### config.mk
export PLATFORM = sky130hd
export DESIGN_NAME = serial_frame_rx
export DESIGN_NICKNAME = d
export VERILOG_FILES = /design/src/rtl/serial_pkg.sv /design/src/rtl/serial_shift_in.sv /design/src/rtl/serial_frame_rx.sv
export SDC_FILE = /design/constraint.sdc
export NUM_CORES = 1
export LEC_CHECK = 0
export BUFFER_PORTS_ARGS = -buffer_cell sky130_fd_sc_hd__buf_2
export CAP_MARGIN = 30
export CORE_MARGIN = 1.5
export CORE_UTILIZATION = 54
export CTS_BUF_LIST = sky130_fd_sc_hd__clkbuf_4 sky130_fd_sc_hd__clkbuf_8 sky130_fd_sc_hd__clkbuf_16
export CTS_CLUSTER_DIAMETER = 60
export DETAILED_ROUTE_END_ITERATION = 16
export GPL_TIMING_DRIVEN = 0
export PLACE_DENSITY = 0.77
export SLEW_MARGIN = 25
export SYNTH_ARGS = -nofsm -noshare
export SYNTH_HDL_FRONTEND = slang
export SYNTH_HIERARCHICAL = 1
export SYNTH_SLANG_ARGS = --single-unit
### constraint.sdc
create_clock -name clk -period 1.8 [get_ports clk]
set_input_delay 0.18 -clock clk [delete_from_list [all_inputs] [get_ports clk]]
set_output_delay 0.18 -clock clk [all_outputs]
set_load 0.01 [all_outputs]
### src/rtl/serial_pkg.sv
// Shared definitions for the serial frame receiver: FSM encodings, line levels
// and the parity-check helper.
package serial_pkg;

  typedef enum logic [1:0] {
    ST_IDLE   = 2'd0,
    ST_DATA   = 2'd1,
    ST_PARITY = 2'd2,
    ST_STOP   = 2'd3
  } state_t;

  localparam logic START_BIT = 1'b0;
  localparam logic STOP_BIT  = 1'b1;

  // Wide enough to count up to 16 data bits
  localparam int CNT_W = 5;

  function automatic logic parity_bad(input logic data_xor, input logic rx_par, input logic odd);
    return ((data_xor ^ rx_par) != odd);
  endfunction

endpackage

### src/rtl/serial_shift_in.sv
// Right shift register fed at the MSB, so an LSB-first stream lands in order.
module serial_shift_in #(
  parameter int W = 8
) (
  input  logic         clk,
  input  logic         clear,
  input  logic         shift_en,
  input  logic         din,
  output logic [W-1:0] q
);

  logic [W-1:0] shifted;

  generate
    if (W == 1) begin : g_one
      assign shifted = din;
    end else begin : g_many
      assign shifted = {din, q[W-1:1]};
    end
  endgenerate

  // Clear has priority over shifting
  always_ff @(posedge clk) begin
    if (clear) begin
      q <= '0;
    end else if (shift_en) begin
      q <= shifted;
    end else begin
      q <= q;
    end
  end

endmodule

### src/rtl/serial_frame_rx.sv
// Frames an idle-high serial stream into words with parity/stop checks and
// presents them through a one-entry valid/ready buffer.
module serial_frame_rx
  import serial_pkg::*;
#(
  parameter int DATA_W     = 8,
  parameter int PARITY_EN  = 1,
  parameter int PARITY_ODD = 0
) (
  input  logic              clk,
  input  logic              reset,
  input  logic              sin,
  input  logic              bit_en,
  output logic [DATA_W-1:0] dout,
  output logic              dout_valid,
  input  logic              dout_ready,
  output logic              parity_err,
  output logic              frame_err,
  output logic              overrun,
  output logic              busy
);

  localparam logic HAS_PAR = (PARITY_EN != 0);
  localparam logic ODD     = (PARITY_ODD != 0);

  state_t            state;
  state_t            state_nx;
  logic [CNT_W-1:0]  cnt;
  logic [DATA_W-1:0] shreg;
  logic              rxpar;
  logic              commit_pend;
  logic              last_bit;
  logic              shift_en;
  logic              cnt_clr;
  logic              par_cap;
  logic              stop_ok;
  logic              stop_bad;
  logic              par_now;

  assign last_bit = (cnt == CNT_W'(DATA_W - 1));
  assign par_now  = HAS_PAR ? parity_bad(^shreg, rxpar, ODD) : 1'b0;

  serial_shift_in #(.W(DATA_W)) u_shift (
    .clk      (clk),
    .clear    (!reset || cnt_clr),
    .shift_en (shift_en),
    .din      (sin),
    .q        (shreg)
  );

  always_ff @(posedge clk) begin
    if (!reset) begin
      state <= ST_IDLE;
    end else begin
      state <= state_nx;
    end
  end

  always_comb begin
    state_nx = state;
    if (bit_en) begin
      case (state)
        ST_IDLE:   state_nx = (sin == START_BIT) ? ST_DATA : ST_IDLE;
        ST_DATA:   state_nx = last_bit ? (HAS_PAR ? ST_PARITY : ST_STOP) : ST_DATA;
        ST_PARITY: state_nx = ST_STOP;
        ST_STOP:   state_nx = ST_IDLE;
        default:   state_nx = ST_IDLE;
      endcase
    end else begin
      state_nx = state;
    end
  end

  always_comb begin
    shift_en = 1'b0;
    cnt_clr  = 1'b0;
    par_cap  = 1'b0;
    stop_ok  = 1'b0;
    stop_bad = 1'b0;
    busy     = (state != ST_IDLE);
    if (bit_en) begin
      case (state)
        ST_IDLE:   cnt_clr  = (sin == START_BIT);
        ST_DATA:   shift_en = 1'b1;
        ST_PARITY: par_cap  = 1'b1;
        ST_STOP: begin
          stop_ok  = (sin == STOP_BIT);
          stop_bad = (sin != STOP_BIT);
        end
        default:   cnt_clr  = 1'b0;
      endcase
    end else begin
      shift_en = 1'b0;
    end
  end

  // Bit counter, received parity bit and the one-cycle commit/frame-error flags
  always_ff @(posedge clk) begin
    if (!reset) begin
      cnt         <= '0;
      rxpar       <= 1'b0;
      commit_pend <= 1'b0;
      frame_err   <= 1'b0;
    end else begin
      commit_pend <= stop_ok;
      frame_err   <= stop_bad;
      rxpar       <= par_cap ? sin : rxpar;
      if (cnt_clr) begin
        cnt <= '0;
      end else if (shift_en) begin
        cnt <= cnt + CNT_W'(1);
      end else begin
        cnt <= cnt;
      end
    end
  end

  // Output buffer: a commit may refill it on the same edge the consumer drains it
  always_ff @(posedge clk) begin
    if (!reset) begin
      dout       <= '0;
      dout_valid <= 1'b0;
      parity_err <= 1'b0;
      overrun    <= 1'b0;
    end else if (commit_pend) begin
      if (!dout_valid || dout_ready) begin
        dout       <= shreg;
        parity_err <= par_now;
        dout_valid <= 1'b1;
        overrun    <= 1'b0;
      end else begin
        overrun    <= 1'b1;
      end
    end else begin
      overrun <= 1'b0;
      if (dout_valid && dout_ready) begin
        dout_valid <= 1'b0;
      end else begin
        dout_valid <= dout_valid;
      end
    end
  end

endmodule

==> impl_metrics.ini, run 1 <==
[run_status]
status = completed

[critical_path]
worstSetupEndpointType = register
crit_fanout = 8
required_ns = 2.00
arrival_ns = 1.73
timing_worst_setup_path_type = reg2reg
start_kind = register

[layout]
multiInputGateArea_um2 = 581.8
nets = 154
final_cells = 176
ff_latch_area_um2 = 580.6
fillerInstances = 155
syn_to_final_growth_pct = 15.73
n_antenna_cell = 0
layout-drive-gt1-share_pct = 20.13
final_cell_mix = dfxtp_1 (29), buf_2 (18), nor2_1 (16)
final_common_cell = dfxtp_1
fin_area_um2 = 1390

[yosys]
synth.avg_cell_area_um2 = 9.687
yosys_warnings = 6
synthesis.instances = 124
yosysUniqueCellTypes = 32
synth_area_leaders = dfxtp_1 (48%), mux2i_1 (7.5%), a21boi_0 (5.6%), nor2_1 (5.0%), nand2_1 (4.4%)
synth_top_area_cell = dfxtp_1
synth_seq_area_share_pct = 48.33
ys_ff_latch = 29
synth_nets = 130
yosys.area.top_type_share_pct = 48.33
synth_area_um2 = 1201

[placed_design]
dpl.hpwl_mm = 1.527
port_buffers = 17
postPlaceCellArea_um2 = 1320
routabilityCongestion = 0.7733
dp.cells = 168

[sta]
finalSetupViolCount = 0
slew_headroom_pct = 70.20
rsz0062_at_grt = false
timing.fmax_ghz = 0.6545
tightest_slew_ns = 0.4410
fin_hold_ws_ns = 0.05443
maxSlewViolCount = 0
final_hold_viol_count = 0
clock_skew_ns = 0.003328
min_period_ns = 1.528
tns_ns = 0
min_period_over_period_pct = 84.88

[route]
wl_met1_um = 933
met2_length_mm = 1.019
dr_wl_met3_um = 76
drt_iter0_drc = 2
drc = 0
wl_mm = 2.073
vias_per_cell = 5.233
detail-route-antenna-nets = 0
num_vias = 921
routed.top_layer = met4
wire_per_inst_um = 11.78
drt-pass1-iter-count = 4

[grt]
grtUsageTotal_pct = 19.08
grt_antenna_before_repair = 0
grt_pass1_wl_mm = 3.539
first_global_vias = 881
overflow = 0
grt_max_degree = 11

[cts]
tritoncts = built
cts_resized = 0
clockBufferDepth = 2
clock_latency_ns = 0.32
cts_setup_buffers = 0
root_buffer = clkbuf_4
h-tree-depth = 2
postCtsHoldBufs = 0
clkSinkCount = 29
numCtsBuffers = 5
path_clk_slew_ns = 0.09

[floorplanning]
dieArea_um2 = 2517
coreArea_um2 = 2022
die_x_um = 50.17
io_pins = 18
start_util_pct = 59.41
rows = 16
die_h_um = 50.17

[power_and_ir_drop]
seqPwrFrac_pct = 56.9
p_total_w = 0.001139
ir_worst_vdd_uv = 532.5
clock_power_share_pct = 38.8
swShare_pct = 21.67
leakagePower_nw = 0.5760
intPower_w = 0.0008924
pwr-share-comb_pct = 4.3
p_per_area_nw_per_um2 = 819.6
p_sw_w = 0.0002468

[job]
drv_cap = 0

[worst_hold_path]
hold_path_class = in2reg
==> area by class of cell <==
class	instances	share of cell area, %
Inverter	1	0.2700
Timing Repair Buffer	17	6.121
Tap cell	27	2.430
Clock buffer	7	4.680
Clock inverter	1	0.3600
Sequential cell	29	41.76
Multi-Input combinational cell	88	41.85
Buffer	6	2.520
==> sequential cells by signal (all words and copies together) (netlist names), named ones only <==
register and flops:
commit_pend 1, u_shift/q 8, rxpar 1, parity_err 1
dout 8, state 1, overrun 1, cnt 5
dout_valid 1, frame_err 1
==> metal layers <==
layer	vias to the layer above	global-route usage, %
met5	-	0
met3	6	7.143
met4	0	8.333
li1	471	-
met2	14	33.77
met1	430	19.92
==> path summary, 6_finish.rpt <==
kind,slack [ns],end,cells after the start,startpoint
setup / recovery,0.27,u_shift/q[0],4,register
hold / removal,0.05,frame_err,2,sin
setup reg to reg,0.27,u_shift/q[0],4,register
hold reg to reg,0.46,dout[0],2,dout[0]
==> worst max-delay path, stage by stage (launching register included) <==
cell and delay, ns:
dfxtp_1 0.37, or2_1 0.26, o21ai_1 0.37, buf_1 0.32
nor2_1 0.09
==> synth_stat cells, drive strengths merged <==
master,n
nand3,8
a21oi,1
xnor3,2
clkbuf,2
inv,1
o221a,1
nor4bb,1
nor2,16
nand4,4
a21boi,9
o21ai,2
dfxtp,29
nor3b,1
nor2b,2
buf,4
o21a,2
and3,2
xor2,4
xnor2,3
and3b,1
nand2,15
mux2i,9
nand3b,1
ha,1
nand2b,1
or2,1
a211o,1
==> kinds of logic (layout without fill, tap and decap cells) <==
family          after synthesis  count (layout)  share of synthesized area, %
compound gates               16              16                         9.790
xor+xnor                      9               9                         8.854
fa+ha+maj                     1               1                         1.042
buf+inv                       7              32                         3.229
flops                        29              29                         48.33
mux                           9               9                         7.500
simple gates                 53              53                         21.25
==> metrics by stage <==
step	util, %	setup WS (ns)
2_1_floorplan	-	0.4406
3_3_place_gp	65.28	0.2899
3_5_place_dp	65.28	0.2610
4_1_cts	68.75	0.2450
5_1_grt	68.75	0.1043
6_report	68.75	0.2722
==> power groups by stage <==
stage / combinational [W] / clock, W / sequential (W)
after CTS: 0.0000497 / 0.000453 / 0.000648
after global routing: 0.0000548 / 0.000477 / 0.000648
final: 0.0000493 / 0.000442 / 0.000648
after detailed placement: 0.0000495 / 0 / 0.000663
after global placement: 0.0000479 / 0 / 0.000663
after floorplan: 0.0000331 / 0 / 0.000662
Note: power is estimated with default switching activity, not from simulation.
==> run 2: changes to the inputs <==
--- a/config.mk
+++ b/config.mk
@@ -8,12 +8,12 @@
 export BUFFER_PORTS_ARGS = -buffer_cell sky130_fd_sc_hd__buf_2
 export CAP_MARGIN = 30
 export CORE_MARGIN = 1.5
-export CORE_UTILIZATION = 54
+export CORE_UTILIZATION = 49
 export CTS_BUF_LIST = sky130_fd_sc_hd__clkbuf_4 sky130_fd_sc_hd__clkbuf_8 sky130_fd_sc_hd__clkbuf_16
 export CTS_CLUSTER_DIAMETER = 60
 export DETAILED_ROUTE_END_ITERATION = 16
 export GPL_TIMING_DRIVEN = 0
-export PLACE_DENSITY = 0.77
+export PLACE_DENSITY = 0.74
 export SLEW_MARGIN = 25
 export SYNTH_ARGS = -nofsm -noshare
 export SYNTH_HDL_FRONTEND = slang
==> constraint.sdc (replaced) <==
create_clock -name clk -period 1.4 [get_ports clk]
set_input_delay 0.14 -clock clk [delete_from_list [all_inputs] [get_ports clk]]
set_output_delay 0.14 -clock clk [all_outputs]
set_load 0.01 [all_outputs]
==> impl_metrics.ini, run 2 (synthesis gave the netlist of run 1 again) <==
[route]
detail-route-antenna-nets = 0
drt-pass1-iter-count = 4
wire_per_inst_um = 11.74
num_vias = 929
drc = 0
wl_mm = 2.078
vias_per_cell = 5.249
drt_iter0_drc = 15

[placed_design]
routabilityCongestion = 0.7690
post-place-ws_ns = -0.1035
dpl.hpwl_mm = 1.451
dp.cells = 169
port_buffers = 17

[layout]
syn_to_final_growth_pct = 16.67
nets = 154
n_antenna_cell = 0
utilization_pct = 62.15
reg_top3 = dout x8, u_shift/q x8, cnt x5
layout-drive-gt1-share_pct = 24.83
final_common_cell = dfxtp_1
final_cell_mix = dfxtp_1 (25), buf_2 (19), nor2_1 (16)
final_cells = 177

[sta]
final_hold_viol_count = 0
clock_skew_ns = 0.004127
tightest_slew_ns = 0.3909
slew_headroom_pct = 73.94
min_period_over_period_pct = 98.54
timing.fmax_ghz = 0.7249
tns_ns = 0
finalSetupViolCount = 0
maxSlewViolCount = 0
min_period_ns = 1.380
timing.final.ws_setup_ns = 0.02043

[power_and_ir_drop]
p_per_area_nw_per_um2 = 983.0
swShare_pct = 23.98
clock_power_share_pct = 34.8
p_sw_w = 0.0003303
leakagePower_nw = 0.5711
intPower_w = 0.001047
pwr-share-comb_pct = 4.7
p_total_w = 0.001377
ir_worst_vdd_uv = 597.5
seqPwrFrac_pct = 60.5

[critical_path]
cpPeakStageDelay_ns = 0.45
critPathSlowestCell = xnor3_1
rr_endpoint = parity_err
arrival_ns = 1.59
required_ns = 1.61
worstPathCellList = xor2_1 > xnor3_1 > a211o_1
crit_path_end = parity_err
path_delay_family = XOR/XNOR gates
r2r_cells = 3
worstSetupEndpointType = register
crit_fanout = 4
start_kind = register
timing_worst_setup_path_type = reg2reg
r2r_start = u_shift/q[2]
worst-path-buf-inv = 0
worstSetupStartpoint = u_shift/q[2]
ff2ff_setup_slack_ns = 0.02
crit_cells = 3

[grt]
grtUsageTotal_pct = 16.96
grt_pass1_wl_mm = 3.408
overflow = 0
grt_antenna_before_repair = 0
grt_max_degree = 11
first_global_vias = 822

[floorplanning]
rows = 17
die_h_um = 52.51
coreArea_um2 = 2255
io_pins = 18
dieArea_um2 = 2757
start_util_pct = 53.27
die_x_um = 52.51

[cts]
h-tree-depth = 2
root_buffer = clkbuf_4
clkSinkCount = 29
postCtsHoldBufs = 0
clock_latency_ns = 0.32
numCtsBuffers = 5
path_clk_slew_ns = 0.09
clockBufferDepth = 2
cts_setup_buffers = 0
tritoncts = built
cts_resized = 3

[run_status]
status = completed

[worst_hold_path]
min_path_cells = 2
hold_path_class = in2reg

[job]
drv_cap = 0
run 2: worst reg2reg max path, delay by kind of cell, from the launching register on:
family | cells | cell delay [ns]
xor gates and xnor gates | 2 | 0.64
DFF | 1 | 0.37
AOI/OAI and AO/OA | 1 | 0.27
run 2: worst min-delay path by stage:
| stage | endpoint | start | slack, ns |
|---|---|---|---|
| floorplan | frame_err | sin | 0.21 |
| global placement | frame_err | sin | 0.35 |
| detailed placement | frame_err | sin | 0.36 |
| CTS | frame_err | sin | 0.02 |
| global route | frame_err | sin | 0.008 |
| finish | frame_err | sin | 0.02 |
run 2: cell type report:
cell class | count | area (µm²)
multi-input combinational | 88 | 600.6
inverter | 1 | 3.754
timing repair buffer | 17 | 85.08
tap | 28 | 35.03
clock buffer | 5 | 37.54
clock inverter | 3 | 17.52
sequential | 29 | 585.6
buffer | 6 | 36.28
fill | 204 | 853.3
run 2: stage by stage:
stage	hold WS [ns]	area [µm²]
global placement	0.3539	1321
floorplan	0.2124	1201
CTS	0.01900	1383
finish	0.01784	1401
detailed placement	0.3616	1321
global route	0.008466	1401
run 2: metal layers:
metal  routed length, µm  GRT usage [%]
met3                  85          5.143
met1                 976          19.93
met2                 982          28.13
met5                   0              0
met4                  33          7.692
run 2: power by group through the flow:
| stage | logic [W] | clock network, W | registers, W |
|---|---|---|---|
| 6_report | 0.0000643 | 0.000479 | 0.000834 |
| 5_1_grt | 0.0000706 | 0.000528 | 0.000835 |
| 4_1_cts | 0.0000648 | 0.000492 | 0.000833 |
| 3_5_place_dp | 0.0000625 | 0 | 0.000853 |
| 3_3_place_gp | 0.0000614 | 0 | 0.000852 |
| 2_1_floorplan | 0.0000425 | 0 | 0.000851 |
==> run 3: changes to the inputs <==
--- a/config.mk
+++ b/config.mk
@@ -12,8 +12,7 @@
 export CTS_BUF_LIST = sky130_fd_sc_hd__clkbuf_4 sky130_fd_sc_hd__clkbuf_8 sky130_fd_sc_hd__clkbuf_16
 export CTS_CLUSTER_DIAMETER = 60
 export DETAILED_ROUTE_END_ITERATION = 16
-export GPL_TIMING_DRIVEN = 0
-export PLACE_DENSITY = 0.74
+export PLACE_DENSITY = 0.73
 export SLEW_MARGIN = 25
 export SYNTH_ARGS = -nofsm -noshare
 export SYNTH_HDL_FRONTEND = slang
==> impl_metrics.ini, run 3 (synthesis gave the netlist of run 1 again) <==
[layout]
layout-drive-gt1-share_pct = 24.16
final_common_cell = dfxtp_1
multiInputGateArea_um2 = 588.1
final_cell_mix = dfxtp_1 (26), buf_2 (17), nor2_1 (16)
fillerInstances = 212
syn_to_final_growth_pct = 17.40
n_antenna_cell = 0
ff_latch_area_um2 = 584.3
reg_top3 = dout x8, u_shift/q x8, cnt x5
nets = 155

[cts]
h-tree-depth = 2
cts_setup_buffers = 0
tritoncts = built
numCtsBuffers = 5
path_clk_slew_ns = 0.09
clock_latency_ns = 0.31
root_buffer = clkbuf_4
clkSinkCount = 29
clockBufferDepth = 2

[critical_path]
required_ns = 1.61
worstSetupEndpointType = register
arrival_ns = 1.52
crit_fanout = 3
start_kind = register
timing_worst_setup_path_type = reg2reg

[grt]
grtUsageTotal_pct = 18.20
first_global_vias = 842
grt_antenna_before_repair = 0
overflow = 0
grt_max_degree = 19
grt_pass1_wl_mm = 3.505

[power_and_ir_drop]
swShare_pct = 21.26
seqPwrFrac_pct = 58.8
p_per_area_nw_per_um2 = 1005
intPower_w = 0.001115
p_sw_w = 0.0003013
ir_worst_vdd_uv = 749.1
clock_power_share_pct = 36.6
leakagePower_nw = 0.5839
pwr-share-comb_pct = 4.6

[route]
detail-route-antenna-nets = 0
drc = 0
drt_iter0_drc = 12
vias_per_cell = 5.209
wire_per_inst_um = 11.76
wl_mm = 2.081
drt-pass1-iter-count = 4
num_vias = 922

[sta]
timing.final.ws_setup_ns = 0.09071
tns_ns = 0
timing.fmax_ghz = 0.7638
finalSetupViolCount = 0
rsz0062_at_grt = false
slew_headroom_pct = 81.75
final_hold_viol_count = 0
clock_skew_ns = 0.006507
min_period_over_period_pct = 93.52
maxSlewViolCount = 0
tightest_slew_ns = 0.2699
min_period_ns = 1.309

[floorplanning]
die_h_um = 52.51
io_pins = 18
dieArea_um2 = 2757
coreArea_um2 = 2255
rows = 17
die_x_um = 52.51
start_util_pct = 53.27

[run_status]
status = completed

[job]
drv_cap = 0

[placed_design]
routabilityCongestion = 0.7860
port_buffers = 17
dpl.hpwl_mm = 1.490
post-place-ws_ns = 0.04807

[worst_hold_path]
hold_path_class = in2reg
[run 3: cell count changes in the layout (fill, tap and decap cells not counted), moves of 2 or more]
cell / delta
buf_4: +5
buf_2: -2
clkbuf_1: -2
clkinv_2: -2
[run 3: stage by stage]
step	instances	area, µm²	util, %	hold slack [ns]	total power, W
after global placement	169	1331	59.05	0.3500	0.0009140
after CTS	177	1400	62.10	0.1188	0.001442
final	177	1410	62.54	0.1412	0.001417
after global routing	177	1410	62.54	0.1291	0.001489
after detailed placement	169	1331	59.05	0.3525	0.0009152
after floorplan	124	1201	-	0.2124	0.0008938
[run 3: critical path, stage by stage (launching register included)]
cell      delay [ns]
dfxtp_1         0.37
ha_1            0.19
nor4bb_2        0.33
nor2_1          0.07
o221a_2         0.25
[run 3: timing repair]
item,in CTS,in global routing
resized for setup,0,4
hold endpoints to repair,1,0
setup endpoints to repair,0,2
hold buffers,1,0
[run 3: metal layers]
metal  vias up  GRT usage, %  part of all wire, %
met5         -             0                    0
met4         0         8.974                 0.67
met3         2         8.571                  4.2
met2        14         28.96                   50
met1       432         20.25                   45
li1        474             -                    -
[run 3: power by group through the flow]
stage | Sequential (W) | Clock (W) | Combinational (W)
2_1_floorplan | 0.000851 | 0 | 0.0000425
6_report | 0.000833 | 0.000519 | 0.0000646
3_5_place_dp | 0.000853 | 0 | 0.0000627
3_3_place_gp | 0.000852 | 0 | 0.0000619
4_1_cts | 0.000833 | 0.000544 | 0.0000650
5_1_grt | 0.000834 | 0.000585 | 0.0000702
[run 3: path summary, 6_finish.rpt]
kind         startpoint          end  slack (ns)  depth (start not counted)
max              cnt[0]     state[0]        0.09                          4
min              bit_en  commit_pend        0.14                          3
max reg2reg      cnt[0]     state[0]        0.09                          4
min reg2reg     dout[2]      dout[2]        0.47                          2
[run 3: cell type report]
type / instances / area share, %
multi-input combinational: 88 / 41.70
sequential: 29 / 41.44
timing repair buffer: 24 / 9.938
clock buffer: 7 / 4.170
tap: 28 / 2.484
inverter: 1 / 0.2662
